### src/rtl/jt51_sep32_pkg.sv
// Shared constants and slot-index type for the 32-slot time-multiplexed bus.
package jt51_sep32_pkg;
  localparam int unsigned SEP32_N  = 32;
  localparam int unsigned SEP32_AW = 5;
  typedef logic [SEP32_AW-1:0] slot_t;
  localparam slot_t SEP32_LAST = 5'd31;
endpackage

### src/rtl/sep32_slot_seq.sv
// Slot sequencer: slot counter, slot-0 strobe, frame counter and wrap pulse.
module sep32_slot_seq
  import jt51_sep32_pkg::*;
#(
  parameter int unsigned FRAMEW = 8
) (
  input  logic              clk,
  input  logic              rst,
  input  logic              cen,
  output slot_t             slot,
  output logic              zero,
  output logic [FRAMEW-1:0] frame_cnt,
  output slot_t             next_slot,
  output logic              wrap
);

  assign next_slot = slot + slot_t'(1);
  // Pulse on the cen edge that takes slot 31 -> 0 (frame start).
  assign wrap      = cen & (slot == SEP32_LAST);

  always_ff @(posedge clk or posedge rst) begin
    if (rst) begin
      slot      <= SEP32_LAST;
      zero      <= 1'b0;
      frame_cnt <= '0;
    end else if (cen) begin
      slot <= next_slot;
      zero <= (slot == SEP32_LAST);
      if (slot == SEP32_LAST) frame_cnt <= frame_cnt + FRAMEW'(1);
    end
  end

endmodule

### src/rtl/sep32_tx.sv
// Transmit end of the 32-slot bus; define SEP32_SHADOW_EN for an atomic shadow table.
module sep32_tx
  import jt51_sep32_pkg::*;
#(
  parameter int unsigned DW     = 8,
  parameter int unsigned FRAMEW = 8
) (
  input  logic              clk,
  input  logic              rst,
  input  logic              cen,
  input  logic              wr_en,
  input  logic [4:0]        wr_addr,
  input  logic [DW-1:0]     wr_data,
  input  logic              commit_req,
  output logic              commit_pend,
  output logic [4:0]        slot,
  output logic              zero,
  output logic [DW-1:0]     dout,
  output logic [FRAMEW-1:0] frame_cnt
);

  slot_t         next_slot;
  logic          wrap;
  logic [DW-1:0] active [SEP32_N];

  sep32_slot_seq #(.FRAMEW(FRAMEW)) u_seq (
    .clk       (clk),
    .rst       (rst),
    .cen       (cen),
    .slot      (slot),
    .zero      (zero),
    .frame_cnt (frame_cnt),
    .next_slot (next_slot),
    .wrap      (wrap)
  );

`ifdef SEP32_SHADOW_EN
  logic [DW-1:0] shadow [SEP32_N];
  logic          commit;

  assign commit = wrap & commit_pend;

  always_ff @(posedge clk or posedge rst) begin
    if (rst) begin
      for (int unsigned i = 0; i < SEP32_N; i++) shadow[i] <= '0;
    end else if (wr_en) begin
      shadow[wr_addr] <= wr_data;
    end
  end

  always_ff @(posedge clk or posedge rst) begin
    if (rst) begin
      for (int unsigned i = 0; i < SEP32_N; i++) active[i] <= '0;
    end else if (commit) begin
      for (int unsigned i = 0; i < SEP32_N; i++) active[i] <= shadow[i];
    end
  end

  // A request arriving on the commit edge survives into the next frame.
  always_ff @(posedge clk or posedge rst) begin
    if (rst)             commit_pend <= 1'b0;
    else if (commit_req) commit_pend <= 1'b1;
    else if (commit)     commit_pend <= 1'b0;
  end

  // On the commit edge slot 0 is forwarded straight from the shadow table.
  always_ff @(posedge clk or posedge rst) begin
    if (rst)       dout <= '0;
    else if (cen)  dout <= commit ? shadow[0] : active[next_slot];
  end
`else
  logic unused_commit_req;

  assign unused_commit_req = commit_req;
  assign commit_pend       = 1'b0;

  always_ff @(posedge clk or posedge rst) begin
    if (rst) begin
      for (int unsigned i = 0; i < SEP32_N; i++) active[i] <= '0;
    end else if (wr_en) begin
      active[wr_addr] <= wr_data;
    end
  end

  always_ff @(posedge clk or posedge rst) begin
    if (rst)       dout <= '0;
    else if (cen)  dout <= active[next_slot];
  end
`endif

endmodule

### config.mk
export PLATFORM = sky130hd
export DESIGN_NAME = sep32_tx
export DESIGN_NICKNAME = d
export VERILOG_FILES = /design/src/rtl/jt51_sep32_pkg.sv /design/src/rtl/sep32_slot_seq.sv /design/src/rtl/sep32_tx.sv
export SDC_FILE = /design/constraint.sdc
export NUM_CORES = 1
export LEC_CHECK = 0
export CORE_MARGIN = 8
export CORE_UTILIZATION = 35
export CTS_CLUSTER_DIAMETER = 60
export DETAILED_ROUTE_END_ITERATION = 10
export GPL_TIMING_DRIVEN = 0
export PLACE_DENSITY = 0.61
export SETUP_SLACK_MARGIN = 0.05
export SYNTH_ARGS = -nofsm -noshare
export SYNTH_HDL_FRONTEND = slang
export SYNTH_SLANG_ARGS = --single-unit
### constraint.sdc
create_clock -name clk -period 13.22 [get_ports clk]
set_clock_uncertainty 0.15 [all_clocks]
set_input_delay 3.305 -clock clk [delete_from_list [all_inputs] [get_ports clk]]
set_output_delay 3.305 -clock clk [all_outputs]
set_load 0.1 [all_outputs]
==> results by group <==
Power
  • Pint: 2125 uW
  • Leakage Power: 0.006509 uW
  • Post-layout power: 3559 uW
  • P_sw: 1434 uW
  • Pwr/cell area: 238.4 nW/um2
  • Maximum VDD drop: 0.0001526 V
  • Switching Share: 40.28%
  • Clock Power Share: 23.8%
  • Combinational group share of total power: 44.2%
  • Share of power burned in registers: 32.0%

Worst setup path
  • Worst path buffer plus inverter count: 1
  • CP max-delay cell: clkdlybuf4s50_1
  • Crit-path max cell delay: 1.18 ns
  • Critical path required time: 9.76 ns
  • Worst setup EP type: primary output
  • CP cell instances: clkdlybuf4s50_1
  • Startpoint Class: register
  • CP arrival: 2.37 ns
  • CP max FO: 6
  • CP top delay family: buffers and inverters
  • WS Path Type: register to primary output

Clock tree
  • Clock slew at reported path FFs: 0.06 ns
  • CTS tree: done
  • Num CTS Buffers: 30
  • Clock Latency Late Sink: 0.55 ns
  • Max Buffers Root-to-Sink: 3
  • CTS Hold Bufs: 0
  • CTS sink cnt: 278
  • Number of post-CTS setup repair buffers: 0
  • Resize count post-CTS: 0
  • Htree depth: 1
  • Clock root cell: clkbuf_16

GRT
  • First-pass GRT wire length: 53.47 mm
  • Vias in the first global route: 8448
  • Antenna violations before repair: 3
  • GRT Util Overall: 15.87%
  • Largest net degree at the start of global routing: 117
  • Grt total ovfl: 0

Final layout
  • Multi-input gate area in the final layout: 5675 um2
  • Fillers: 3391
  • Share of cells above drive strength 1: 39.30%
  • Finished Layout Cells: 1497
  • Layout overhead on the synthesized area: 15.33%
  • Reg area: 6963 um2
  • Finished Cell Area: 14930 um2
  • Net count, final: 1029

Yosys
  • Post-synthesis sequential area ratio: 53.78%
  • Most used DFF post-synth: dfrtp_1
  • Syn. warnings: 0
  • Area leader, netlist: dfrtp_1
  • Most frequent cell after synthesis: dfrtp_1
  • Yosys reg bits: 278
  • Most common library cells after synthesis: dfrtp_1 (273), mux2_2 (260), nand2_1 (53)
  • Post-synth EDFFs: 0
  • Synth Instances: 941
  • Area share of the largest cell type after synthesis: 52.77%
  • Post-Syn Nets: 962
  • Post-synthesis async set-or-reset flop share: 100.0%
  • Synth area leaders: dfrtp_1 (53%), mux2_2 (23%), mux4_2 (5.6%)
  • Netlist cell types: 44
  • Mapped cell area: 12950 um2
  • Syn_area_per_cell: 13.76 um2

Worst hold path
  • Worst min path class: register to register

Floorplan
  • Die X: 208.3 um
  • Initial core utilization: 35.45%
  • Die area: 43400 um2
  • CORE AREA: 36520 um2
  • # IOs: 41
  • Die H: 208.3 um
  • Row cnt: 70

STA
  • Min Tclk post-route: 5.827 ns
  • Final setup fails: 0
  • Slew HR: 32.34%
  • Fin Hold WS: 0.3267 ns
  • Max Slew Vio Count: 0
  • Worst slew pin tran: 1.012 ns
  • Tcrit/Tclk final: 44.08%
  • Fmax: 0.1716 GHz
  • Final hold vios: 0
  • RSZ-0062 raised after global routing: false

Outcome
  • Status: finished, final reports clean

Detailed routing
  • DRC: 0
  • Vias/cell: 5.438
  • Routed WL: 34.74 mm
  • DR iter-0 viols: 584
  • Routed Antenna Nets: 0
  • Via count: 8141
  • Drt pass-1 iters: 7
  • WL per Instance: 23.20 um

Placement
  • PortBufs: 33
  • Placed Cells: 1444
  • Dpl hpwl: 24.25 mm
  • GPL Wtd Cong: 0.8661
  • Placed Area: 13920 um2

Run
  • Max cap viols: 0
-- kinds of logic (layout without fill, tap and decap cells) --
kind of cell    Yosys count  in the layout  share of synthesized area [%]
buf+inv                  70            157                          2.377
flops                   278            278                          53.78
mux                     340            340                          31.90
simple gates            193            193                          8.012
xor+xnor                 14             14                          1.121
fa+ha+maj                 3              3                         0.2900
compound gates           42             42                          2.484
other cells               1              2                        0.02897
-- per-layer routing --
metal / routed length, um / vias up / track usage, %
li1: - / 3571 / -
met1: 16030 / 4309 / 21.98
met2: 16000 / 189 / 24.77
met3: 1565 / 66 / 2.901
met4: 1102 / 6 / 5.409
met5: 41 / - / 0
-- final timing paths --
path,from,to,slack (ns),depth (start not counted)
min reg2reg,u_seq.frame_cnt[7]$_DFFE_PP0P_,u_seq.frame_cnt[7]$_DFFE_PP0P_,0.33,1
min,u_seq.frame_cnt[7]$_DFFE_PP0P_,u_seq.frame_cnt[7]$_DFFE_PP0P_,0.33,1
max,u_seq.slot[0]$_DFFE_PP1P_,slot[0],7.39,1
min in group asynchronous,rst,active[162]$_DFFE_PP0P_,3.06,2
max in group asynchronous,rst,active[11]$_DFFE_PP0P_,8.46,4
max reg2reg,u_seq.slot[0]$_DFFE_PP1P_,dout[3]$_DFFE_PP0P_,10.10,7
-- power groups by stage --
| stage | clock (uW) | combinational, uW | sequential, uW |
|---|---|---|---|
| 5_1_grt | 902 | 1660 | 1160 |
| 4_1_cts | 868 | 1580 | 1140 |
| 2_1_floorplan | 0 | 918 | 1280 |
| 6_report | 847 | 1570 | 1140 |
| 3_3_place_gp | 0 | 1560 | 1150 |
| 3_5_place_dp | 0 | 1570 | 1150 |
-- sequential cells by signal, indices dropped and copies added, names as in the netlist --
| register | count |
|---|---|
| u_seq.slot | 5 |
| u_seq.zero | 1 |
| dout | 8 |
| u_seq.frame_cnt | 8 |
| active | 256 |
-- metrics by stage --
| stage | util [%] | worst slack (ns) | setup TNS [ns] |
|---|---|---|---|
| after detailed placement | 38.13 | 7.455 | 0 |
| after floorplan | - | 2.108 | 0 |
| final | 40.88 | 7.393 | 0 |
| after CTS | 40.87 | 7.367 | 0 |
| after global routing | 40.87 | 7.340 | 0 |
| after global placement | 37.95 | -1.469 | -395.30 |
-- cells in the final DEF (no fill, tap or decap), types with 8 or more instances in the layout --
cell             instances
mux4_2                  32
nand2_1                 53
mux2_2                 260
clkdlybuf4s50_1         33
nor2b_1                 15
buf_2                   21
nor2_2                  13
mux2i_1                 47
clkbuf_16               31
a41oi_1                  8
clkbuf_8                 9
nor2_1                  19
nand4b_1                15
clkbuf_1                48
dfrtp_1                273
a2111oi_0               15
nand3_1                 42
a31oi_1                 15
nand2_2                 13
-- final cells by class --
cell class / count / share of cell area, %
well taps: 468 / 3.922
inverters: 2 / 0.1006
plain buffers: 68 / 2.011
multi-input cells: 593 / 38.01
clock inverters: 7 / 0.5698
clock buffers: 45 / 6.151
diodes: 1 / 0.01676
flip-flops and latches: 278 / 46.64
repair buffers: 35 / 2.581
(Power assumes the default switching activity.)
